File: config.mk
export PLATFORM = sky130hd
export DESIGN_NAME = control_word_executor
export DESIGN_NICKNAME = d
export VERILOG_FILES = /design/src/rtl/control_word_executor.sv
export SDC_FILE = /design/constraint.sdc
export NUM_CORES = 1
export LEC_CHECK = 0
export ABC_AREA = 1
export BUFFER_PORTS_ARGS = -buffer_cell sky130_fd_sc_hd__buf_4
export CAP_MARGIN = 30
export CORE_ASPECT_RATIO = 1.1
export CORE_MARGIN = 2
export CORE_UTILIZATION = 29
export DETAILED_ROUTE_END_ITERATION = 8
export PLACE_DENSITY = 0.57
export SLEW_MARGIN = 0
export SYNTH_ARGS = -nofsm -noshare
export SYNTH_HDL_FRONTEND = slang
export SYNTH_SLANG_ARGS = --single-unit
export TNS_END_PERCENT = 1
File: constraint.sdc
create_clock -name clock -period 7.9 [get_ports clock]
set_input_delay 1.58 -clock clock [delete_from_list [all_inputs] [get_ports clock]]
set_output_delay 1.58 -clock clock [all_outputs]
set_load 0.05 [all_outputs]
File: src/rtl/control_word_executor.sv
// control_word_executor: control-unit back end; registers the decoder control word, IR, micro-state, NZCV and retire count
// Ports: clock/reset (async, active-high); instr_in, cw_in, next_state_in, k_in, alu_status, stall in;
// instruction/state feed the decoders; Psel..PCsel unpack the registered word; reg_write/ram_write are
// gated enables; K registered constant; status NZCV; retire_count completed ops; illegal_state sticky flag.
module control_word_executor #(
  parameter int          CNT_WIDTH = 16,
  parameter logic [31:0] IR_RESET  = 32'h0
) (
  input  logic                 clock,
  input  logic                 reset,
  input  logic [31:0]          instr_in,
  input  logic [28:0]          cw_in,
  input  logic [1:0]           next_state_in,
  input  logic [63:0]          k_in,
  input  logic [3:0]           alu_status,
  input  logic                 stall,
  output logic [31:0]          instruction,
  output logic [1:0]           state,
  output logic [1:0]           Psel,
  output logic [4:0]           DA,
  output logic [4:0]           SA,
  output logic [4:0]           SB,
  output logic [4:0]           Fsel,
  output logic [1:0]           Dsel,
  output logic                 Bsel,
  output logic                 PCsel,
  output logic                 reg_write,
  output logic                 ram_write,
  output logic [63:0]          K,
  output logic [3:0]           status,
  output logic [CNT_WIDTH-1:0] retire_count,
  output logic                 illegal_state
);
  logic [28:0] cw_q;
  logic        cw_valid;
  logic        bad_ns;
  logic [1:0]  ns;
  assign bad_ns = next_state_in == 2'b11;
  assign ns     = bad_ns ? 2'b00 : next_state_in;
  always_ff @(posedge clock or posedge reset) begin
    if (reset) begin
      instruction   <= IR_RESET;
      state         <= 2'b00;
      cw_q          <= '0;
      cw_valid      <= 1'b0;
      K             <= '0;
      status        <= '0;
      retire_count  <= '0;
      illegal_state <= 1'b0;
    end else if (!stall) begin
      cw_q     <= cw_in;
      K        <= k_in;
      cw_valid <= 1'b1;
      state    <= ns;
      if (bad_ns) illegal_state <= 1'b1;
      // an op retires (and the next instruction is taken) only when the micro-sequence returns to 00
      if (ns == 2'b00) begin
        instruction  <= instr_in;
        retire_count <= retire_count + CNT_WIDTH'(1);
      end
      // flags produced by the ALU belong to the word currently driving the datapath
      if (cw_valid && cw_q[0]) status <= alu_status;
    end
  end
  assign Psel      = cw_q[28:27];
  assign DA        = cw_q[26:22];
  assign SA        = cw_q[21:17];
  assign SB        = cw_q[16:12];
  assign Fsel      = cw_q[11:7];
  assign Dsel      = cw_q[4:3];
  assign Bsel      = cw_q[2];
  assign PCsel     = cw_q[1];
  assign reg_write = cw_q[6] & cw_valid & ~stall;
  assign ram_write = cw_q[5] & cw_valid & ~stall;
endmodule

== Word-level counts from Yosys, hierarchy flattened ==
Cells that the tools add are included.

* Flip-flop bits (word level): 149
* Input port bits: 134
* Output and inout bits: 147
* Word-level logic and storage cells: 21

* Add/sub/neg operators: 1
* Equality and inequality tests: 1
* Multiplexer cells: 1
* Bitwise logic cells: 5
* Reductions and logical operators: 5

{| class="wikitable"
|+ Operator list
! cell !! number
|-
| 16-bit by 1-bit adder with 16-bit output (second input constant) || 1
|-
| 2-bit AND reduction || 3
|-
| 1-bit bitwise AND || 4
|-
| 2-bit equality test (second input constant) || 1
|-
| 2-bit zero test || 1
|-
| 2-bit 2-to-1 mux || 1
|-
| 1-bit logical AND || 1
|-
| 1-bit NOT || 1
|}

== Depth between registers and ports, before layout ==
Gate-level depths: netlist of the first run.

* Depth after elaboration: 4
* Mapped depth: 9
* Gate-level depth less buffers: 9

== Worst setup path after synthesis of the first run ==
Ideal clock, no wire load.

* Path type: input to output
* From: input port stall
* To: output port ram_write
* Data arrival time: 2.571 ns
* Data required time: 6.320 ns
* Setup slack: 3.749 ns
* Stages on the path: 3
* Buffers on the path: 2
* Cells stage by stage: buf_6 clkbuf_1 nor2_1

* Longest elaborated chain between the ends: 2

{| class="wikitable"
|+ Ends and longest elaborated chain
! item !! line !! RTL
|-
| start, declared || 16 || <nowiki>input logic stall,</nowiki>
|-
| 1-bit NOT (no source line) || -- ||
|-
| 1-bit bitwise AND || 74 || <nowiki>assign ram_write = cw_q[5] & cw_valid & ~stall;</nowiki>
|-
| end, declared || 28 || <nowiki>output logic ram_write,</nowiki>
|}

Every way passes these cells.

== Worst setup path after layout of the first run ==
* From: input port stall
* To: output port reg_write

* Longest elaborated chain between the ends: 2

{| class="wikitable"
|+ Ends and longest elaborated chain
! item !! line !! RTL
|-
| 1-bit NOT (no source line) || -- ||
|-
| 1-bit bitwise AND || 73 || <nowiki>assign reg_write = cw_q[6] & cw_valid & ~stall;</nowiki>
|-
| end, declared || 27 || <nowiki>output logic reg_write,</nowiki>
|}

Every way passes these cells.

==> out/metrics.yaml, run 1 <==
drive_gt1_share_pct: 33.5
power_leakage_nw: 4.90
ff2ff_setup_slack_ns: 6.58
antenna_found_initial: 0
die_y_um: 156
final_common_cell: "nand2_1"
startpoint: "stall"
max_slew_margin_pct: 46.6
finClkSkew_ns: 0.00820
start_util_pct: 29.5
clock_sinks: 149
min_from: "illegal_state$_DFFE_PP0P_"
h-tree-depth: 4
die_w_um: 142
avgSynthCellArea_sq_um: 8.67
slew_violations: 0
syn_nets: 836
synth_cell_type_count: 24
finalSetupViolations: 0
yosysWarnings: 0
fin_ws_ns: 4.04
ff2ff_path_depth: 6
grt_util_all_layers_pct: 15.6
grt_first_pass_wirelength_mm: 26.9
io_pins: 281
rsz0062_at_grt: "false"
finalHoldViolations: 0
final_cell_mix: "nand2_1, buf_4, dfrtp_1"
fmaxAchievable_ghz: 0.259
critPathMaxFanout: 42
outcome: "completed"
via_per_inst: 4.26
overflow: 0
ctsResizeCount: 0
cp.required_ns: 6.32
cts_tree: "yes"
cp-start-kind: "input port"
port_buffers: 280
final_nets: 1088
arrival_ns: 2.28
placed_area_sq_mm: 0.00822
tightest_slew_ns: 0.799
netlist_instances: 698
drv_cap: 0
coreArea_sq_mm: 0.0205
grt_max_degree: 77
fin_crit_sh_pct: 48.8
rr_endpoint: "retire_count[6]$_DFFE_PP0P_"
power_mw: 2.37
drc: 0
ir_drop_uv: 139
critPathKind: "in -> out"
fp.dieArea_sq_mm: 0.0220
final_area_sq_mm: 0.00879
yosys_register_bits: 149
rows: 55
vias: 5190
rr_startpoint: "retire_count[1]$_DFFE_PP0P_"
preCtsSetupSlack_ns: 3.94
gp_congestion: 0.756
crit_end: "reg_write"
period_needed_ns: 3.86
grt_pass1_vias: 5196
cts_setup_buffers: 0
area_delta_synth_final_pct: 45.2
clk_latency_ns: 0.41
clockBufferDepth: 2
path_clk_slew_ns: 0.06
hpwl_mm: 11.9
hp-class: "reg -> reg"
end_kind: "output port"
drtPass1Iterations: 5
detail-route-antenna-nets: 0
cts_buffers: 17
diodes: 0
wl_per_cell_um: 13.9
syn_area_sq_mm: 0.00605
fin_tns_setup_ns: 0
p_per_area_mw_per_mm2: 270
ys_seq_area_share_pct: 61.6
cts_root_buffer: "clkbuf_16"
dr.first_iter.drc_count: 202
routed_wirelength_mm: 17.0
postCtsHoldBufs: 0
power breakdown:
part	internal, mW	switching, mW
clock network	0.447	0.332
registers	0.852	0.0686
logic	0.204	0.470
cells in the mapped netlist:
master    count  area share [%]
buf_2        11            0.91
dfrtp_1     149              62
clkbuf_1     14            0.87
nor2_2        1            0.10
inv_4         1            0.10
xor2_1        5            0.72
nor2_1       16            0.99
or2_2         1            0.10
xnor2_1       2            0.29
inv_2         1           0.062
buf_4        24             3.0
buf_1         1           0.062
nand2_2       1            0.10
nor2_4        2            0.37
a21o_1        1            0.12
nand2_1     423              26
nand3b_1      5            0.62
inv_1        18             1.1
o21ai_0       4            0.33
nand4_1       6            0.62
nand3_1       3            0.25
ha_1          4            0.83
o21ai_1       3            0.25
buf_6         2            0.37
worst max-delay path: stages:
cell	delay [ns]
buf_4	0.39
nor2_1	0.10
buf_4	0.20
worst min path at each step:
stage	endpoint	slack (ns)	cells after the start
after floorplan	cw_q[6]$_DFFE_PP0N_	0.45	2
after global placement	illegal_state$_DFFE_PP0P_	0.44	1
after detailed placement	illegal_state$_DFFE_PP0P_	0.46	1
after CTS	illegal_state$_DFFE_PP0P_	0.47	1
after global routing	K[21]$_DFFE_PP0N_	0.49	2
final	illegal_state$_DFFE_PP0P_	0.47	1
per-layer routing:
layer	vias up	track usage (%)	wire length, um
li1	2593	-	-
met1	2391	19.1	7340
met2	191	25.5	7950
met3	15	5.88	1440
met4	0	4.86	242
met5	-	0	0
registers in the layout (all words and copies together), names as in the netlist:
register / cells
retire_count: 16
illegal_state: 1
instruction: 32
cw_valid: 1
state: 2
K: 64
cw_q: 29
status: 4
per-stage QoR:
stage                     hold WS, ns  cells  util (%)
after global routing            0.493   1219      42.9
after CTS                       0.471   1219      42.9
after detailed placement        0.458   1187      40.1
after floorplan                 0.449    698         -
final                           0.473   1219      42.9
after global placement          0.443   1186      40.0
cell type report:
type                            count  area [sq um]
Clock buffer                       20           447
Multi-Input combinational cell    477          1930
Timing Repair Buffer              285          2160
Tap cell                          256           320
Inverter                           20          82.6
Fill cell                        2071         11700
Sequential cell                   149          3730
Clock inverter                     12           120
cells by family after synthesis:
kind of cell             count (synthesis)  synth area share [%]
AND/OR/NAND/NOR                        458                  29.4
buffers and inverters                   72                  6.47
flip-flops                             149                  61.6
XOR/XNOR                                 7                  1.01
adder cells (fa/ha/maj)                  4                 0.827
AO/OA/AOI/OAI                            8                 0.703
Power figures use the tool's default switching activity.
==> run 2: changes to the inputs <==
==> constraint.sdc (replaced) <==
create_clock -name clock -period 3.7 [get_ports clock]
set_input_delay 0.74 -clock clock [delete_from_list [all_inputs] [get_ports clock]]
set_output_delay 0.74 -clock clock [all_outputs]
set_load 0.05 [all_outputs]
==> run 2 against run 1 <==
Hold slack worse by 0.0091 ns. First-iteration DRC count is 0.99% higher. Non-clock buffer count is 2 higher. Global-route usage is 0.099 points lower. Critical path depth stayed put. Routed wire length is 2.2% lower. Utilization is 0.24 points higher. Clock-buffer cell count is 1 lower. Highest routed layer unchanged.
==> out/metrics.yaml, run 2 (same netlist as run 1, synthesis figures left out) <==
min_from: "illegal_state$_DFFE_PP0P_"  # unchanged
cts_buffers: 17  # unchanged
final_cell_mix: "nand2_1, buf_4, dfrtp_1"  # unchanged
fp.dieArea_sq_mm: 0.0220  # unchanged
ctsResizeCount: 0  # unchanged
largest_reg_flops: 64  # unchanged
met1_length_mm: 7.11  # was 7.34 mm
wl_per_cell_um: 13.6  # was 13.9 um
cp.required_ns: 2.96  # was 6.32 ns
ir_drop_uv: 280  # was 139 uV
final_nets: 1090  # was 1,088
gp_congestion: 0.777  # was 0.756
routed_wirelength_mm: 16.6  # was 17.0 mm
area_delta_synth_final_pct: 46.1  # was 45.2%
diodes: 0  # unchanged
p_per_area_mw_per_mm2: 581  # was 270 mW/mm^2
critPathKind: "in -> out"  # unchanged
rr_startpoint: "retire_count[1]$_DFFE_PP0P_"  # unchanged
start_util_pct: 29.5  # unchanged
cts_tree: "yes"  # unchanged
startpoint: "stall"  # unchanged
tightest_slew_ns: 0.855  # was 0.799 ns
rsz0062_at_grt: "false"  # unchanged
final_common_cell: "nand2_1"  # unchanged
overflow: 0  # unchanged
h-tree-depth: 4  # unchanged
ff2ff_path_depth: 6  # unchanged
fin_crit_sh_pct: 59.9
via_per_inst: 4.24  # was 4.26
hpwl_mm: 11.5  # was 11.9 mm
largest-register: "K"  # unchanged
max_slew_margin_pct: 43.0  # was 46.6%
outcome: "completed"  # unchanged
grt_first_pass_wirelength_mm: 26.8  # was 26.9 mm
grt_max_degree: 150  # was 77
fill_cells: 2050  # was 2,071
die_y_um: 156  # unchanged
vias: 5176  # was 5,190
slew_violations: 0  # unchanged
fmaxAchievable_ghz: 0.451
postCtsHoldBufs: 0  # unchanged
grt_util_all_layers_pct: 15.5  # was 15.6%
drive_gt1_share_pct: 33.9  # was 33.5%
wl_met3_mm: 1.46  # was 1.44 mm
end_kind: "output port"  # unchanged
clk_latency_ns: 0.41  # about the same
fin_tns_setup_ns: 0  # unchanged
cts_setup_buffers: 0  # unchanged
coreArea_sq_mm: 0.0205  # unchanged
dr_wl_met2_mm: 7.71  # was 7.95 mm
top_layer: "met4"  # unchanged
die_w_um: 142  # unchanged
path_clk_slew_ns: 0.06  # about the same
io_pins: 281  # unchanged
clock_sinks: 149  # unchanged
dr.first_iter.drc_count: 204  # was 202
port_buffers: 280  # unchanged
drc: 0  # unchanged
hp-class: "reg -> reg"  # unchanged
finClkSkew_ns: 0.00931  # was 0.00820 ns
grt_pass1_vias: 5205  # was 5,196
clockBufferDepth: 2  # unchanged
critPathMaxFanout: 43  # was 42
finalSetupViolations: 0  # unchanged
hold_slack_ns: 0.464  # was 0.473 ns
drv_cap: 0  # unchanged
cts_root_buffer: "clkbuf_16"  # unchanged
drtPass1Iterations: 4  # was 5
arrival_ns: 1.48  # was 2.28 ns
antenna_found_initial: 0  # unchanged
top_regs: "K (64), instruction (32), cw_q (29)"  # unchanged
finalHoldViolations: 0  # unchanged
rows: 55  # unchanged
holdPathStages: 1  # unchanged
detail-route-antenna-nets: 0  # unchanged
period_needed_ns: 2.22
power_leakage_nw: 4.93  # was 4.90 nW
cp-start-kind: "input port"  # unchanged
## run 2: critical path: stages
cell	delay, ns
buf_4	0.39
nor2_1	0.12
buf_4	0.21
## run 2: power by group
group	total, mW	leakage, nW	internal [mW]	switching [mW]
clock network	1.73	0.285	0.985	0.749
logic	1.44	2.81	0.440	1.00
registers	1.96	1.84	1.82	0.141
## run 2: path summary, 6_finish.rpt
| path | endpoint | slack [ns] |
|---|---|---|
| max in group asynchronous | cw_q[7]$_DFFE_PP0N_ | 2.49 |
| setup reg to reg | retire_count[8]$_DFFE_PP0P_ | 2.42 |
| setup / recovery | ram_write | 1.48 |
| min in group asynchronous | K[35]$_DFFE_PP0N_ | 0.55 |
| hold reg to reg | illegal_state$_DFFE_PP0P_ | 0.46 |
| hold / removal | illegal_state$_DFFE_PP0P_ | 0.46 |
## run 2: through the flow
stage                     instance area [sq um]  utilization, %  worst slack (ns)  instances  total power [mW]
final                                      8840            43.1              1.48       1221              5.13
after detailed placement                   8250            40.2              1.35       1189              3.45
after CTS                                  8840            43.1              1.47       1221              5.21
after global routing                       8840            43.1              1.43       1221              5.40
after floorplan                            6060               -              1.09        698              2.94
after global placement                     8220            40.1             0.941       1188              3.44
## run 2: metal layers
| layer | GRT usage, % | vias to the layer above |
|---|---|---|
| met2 | 25.2 | 203 |
| met4 | 5.29 | 0 |
| met1 | 18.8 | 2357 |
| met3 | 6.03 | 22 |
| li1 | - | 2594 |
| met5 | 0 | - |
## run 2: area by class of cell
class	instances	area (sq um)	area share [%]
multi-input cells	477	1930	21.9
well taps	256	320	3.62
clock buffers	19	453	5.12
repair buffers	287	2190	24.7
flip-flops and latches	149	3730	42.2
clock inverters	13	138	1.56
inverters	20	81.3	0.920
==> run 3: changes to the inputs <==
==> constraint.sdc (replaced) <==
create_clock -name clock -period 2.3 [get_ports clock]
set_input_delay 0.46 -clock clock [delete_from_list [all_inputs] [get_ports clock]]
set_output_delay 0.46 -clock clock [all_outputs]
set_load 0.05 [all_outputs]
==> run 3 against run 2 <==
Register-to-register slack lost 1.5 ns. Critical path depth is the same. Sequential power grew 61%. Combinational power grew 62%. Critical path type is now reg -> out. Largest cell class unchanged. Highest routed layer unchanged.
==> out/metrics.yaml, run 3 (same netlist as run 1, synthesis figures left out) <==
antenna_found_initial: 0  # unchanged
outcome: "completed"  # unchanged
start_util_pct: 29.5  # unchanged
detail-route-antenna-nets: 0  # unchanged
io_pins: 281  # unchanged
diodes: 0  # unchanged
arrival_ns: 1.19  # was 1.48 ns
critPathMaxFanout: 4  # was 43
period_needed_ns: 1.65
grt_util_all_layers_pct: 15.5  # about the same
routed_wirelength_mm: 17.0  # was 16.6 mm
finalHoldViolations: 0  # unchanged
drive_gt1_share_pct: 34.1  # was 33.9%
wl_met3_mm: 1.43  # was 1.46 mm
die_y_um: 156  # unchanged
cts_tree: "yes"  # unchanged
drtPass1Iterations: 4  # unchanged
finClkSkew_ns: 0.0120  # was 0.00931 ns
worstPathCellList: "nand2_1 > nor2_1 > buf_4"  # was buf_4 > nor2_1 > buf_4
dr.first_iter.drc_count: 185  # was 204
overflow: 0  # unchanged
seq_power_share_pct: 38.7  # was 38.2%
area_delta_synth_final_pct: 46.1  # about the same
p_int_mw: 5.17  # was 3.24 mW
fmaxAchievable_ghz: 0.606
p_clk_share_pct: 32.8  # was 33.8%
coreArea_sq_mm: 0.0205  # unchanged
cp-start-kind: "flip-flop"  # was input port
rows: 55  # unchanged
grt_first_pass_wirelength_mm: 26.9  # was 26.8 mm
final_nets: 1095  # was 1,090
clockBufferDepth: 2  # unchanged
tightest_slew_ns: 0.512  # was 0.855 ns
drv_cap: 0  # unchanged
dpl.cell_count: 1194  # was 1,189
placed_area_sq_mm: 0.00828  # was 0.00825 sq mm
vias: 5238  # was 5,176
max_slew_margin_pct: 65.8  # was 43.0%
fin_crit_sh_pct: 71.8
power_leakage_nw: 4.92  # was 4.93 nW
slowest_delay_ns: 0.39  # about the same
rsz0062_at_grt: "false"  # unchanged
ir_drop_uv: 459  # was 280 uV
drc: 0  # unchanged
final_cell_mix: "nand2_1, buf_4, dfrtp_1"  # unchanged
port_buffers: 280  # unchanged
p_comb_share_pct: 28.5  # was 28.0%
grt_pass1_vias: 5146  # was 5,205
top_layer: "met4"  # unchanged
cts_setup_buffers: 0  # unchanged
cts_buffers: 17  # unchanged
postCtsHoldBufs: 0  # unchanged
p_per_area_mw_per_mm2: 924  # was 581 mW/mm^2
hp-class: "in -> async"  # was reg -> reg
p_switching_mw: 3.00  # was 1.89 mW
met1_length_mm: 7.23  # was 7.11 mm
slowest_stage: "dfrtp_1"  # was buf_4
fill_cells: 2065  # was 2,050
p_sw_share_pct: 36.7  # was 36.8%
grt_max_degree: 63  # was 150
final_area_sq_mm: 0.00884  # about the same
dr_wl_met2_mm: 8.07  # was 7.71 mm
clk_latency_ns: 0.42  # was 0.41 ns
gp_congestion: 0.733  # was 0.777
largest_reg_flops: 64  # unchanged
wl_per_cell_um: 13.9  # was 13.6 um
path_clk_slew_ns: 0.06  # about the same
die_w_um: 142  # unchanged
fin_ws_ns: 0.649  # was 1.48 ns
clock_sinks: 149  # unchanged
top_regs: "K (64), instruction (32), cw_q (29)"  # unchanged
cts_root_buffer: "clkbuf_16"  # unchanged
final_common_cell: "nand2_1"  # unchanged
slew_violations: 0  # unchanged
fp.dieArea_sq_mm: 0.0220  # unchanged
ctsResizeCount: 0  # unchanged
hpwl_mm: 12.3  # was 11.5 mm
finalSetupViolations: 0  # unchanged
critPathKind: "reg -> out"  # was in -> out
preCtsSetupSlack_ns: 0.350  # was 1.35 ns
power_mw: 8.17  # was 5.13 mW
end_kind: "output port"  # unchanged
fin_tns_setup_ns: 0  # unchanged
h-tree-depth: 4  # unchanged
via_per_inst: 4.28  # was 4.24
cp.required_ns: 1.84  # was 2.96 ns
fin_cells: 1225  # was 1,221
largest-register: "K"  # unchanged
-- run 3: cell types whose count changed in the layout (fill, tap and decap cells not counted), moves of 2 or more --
cell	before	now
clkinvlp_4	3	7
clkinv_4	4	0
buf_4	285	290
inv_8	2	0
-- run 3: power by group through the flow --
stage                     logic (mW)  clock network, mW  registers (mW)
after CTS                       2.36               2.77            3.16
after global placement          2.35                  0            3.19
after detailed placement        2.37                  0            3.19
after global routing            2.49               2.88            3.20
final                           2.33               2.68            3.16
after floorplan                0.631                  0            4.10
-- run 3: cell type report --
class	count	area (sq um)	area share [%]
Timing Repair Buffer	292	2220	25.1
Inverter	20	81.3	0.920
Sequential cell	149	3730	42.2
Multi-Input combinational cell	477	1930	21.9
Clock buffer	19	443	5.01
Tap cell	256	320	3.62
Clock inverter	12	119	1.34
-- run 3: metrics by stage --
stage	hold slack (ns)	util (%)
global placement	0.445	40.4
CTS	0.0168	43.1
detailed placement	0.449	40.4
global route	0.0258	43.1
floorplan	0.449	-
finish	0.0272	43.1
-- run 3: worst max-delay path, delay by kind of cell, from the launching register on --
kind,cells,cell delay [ns]
flip-flops,1,0.39
buffers and inverters,1,0.22
AND/OR/NAND/NOR,2,0.18
-- run 3: path summary, 6_finish.rpt --
kind / from / end / slack [ns] / cells after the start
max reg2reg: retire_count[1]$_DFFE_PP0P_ / retire_count[6]$_DFFE_PP0P_ / 0.97 / 6
min: reset / K[35]$_DFFE_PP0N_ / 0.03 / 2
max: cw_valid$_DFFE_PP0N_ / ram_write / 0.65 / 3
min in group clock: instr_in[23] / instruction[23]$_DFFE_PP0P_ / 0.23 / 3
max in group asynchronous: reset / state[1]$_DFFE_PP0N_ / 1.63 / 3
min reg2reg: illegal_state$_DFFE_PP0P_ / illegal_state$_DFFE_PP0P_ / 0.46 / 1
-- run 3: per-layer routing --
| metal | global-route usage [%] | vias up |
|---|---|---|
| met5 | 0 | - |
| met4 | 5.57 | 0 |
| li1 | - | 2604 |
| met1 | 19.0 | 2407 |
| met3 | 5.02 | 19 |
| met2 | 25.6 | 208 |
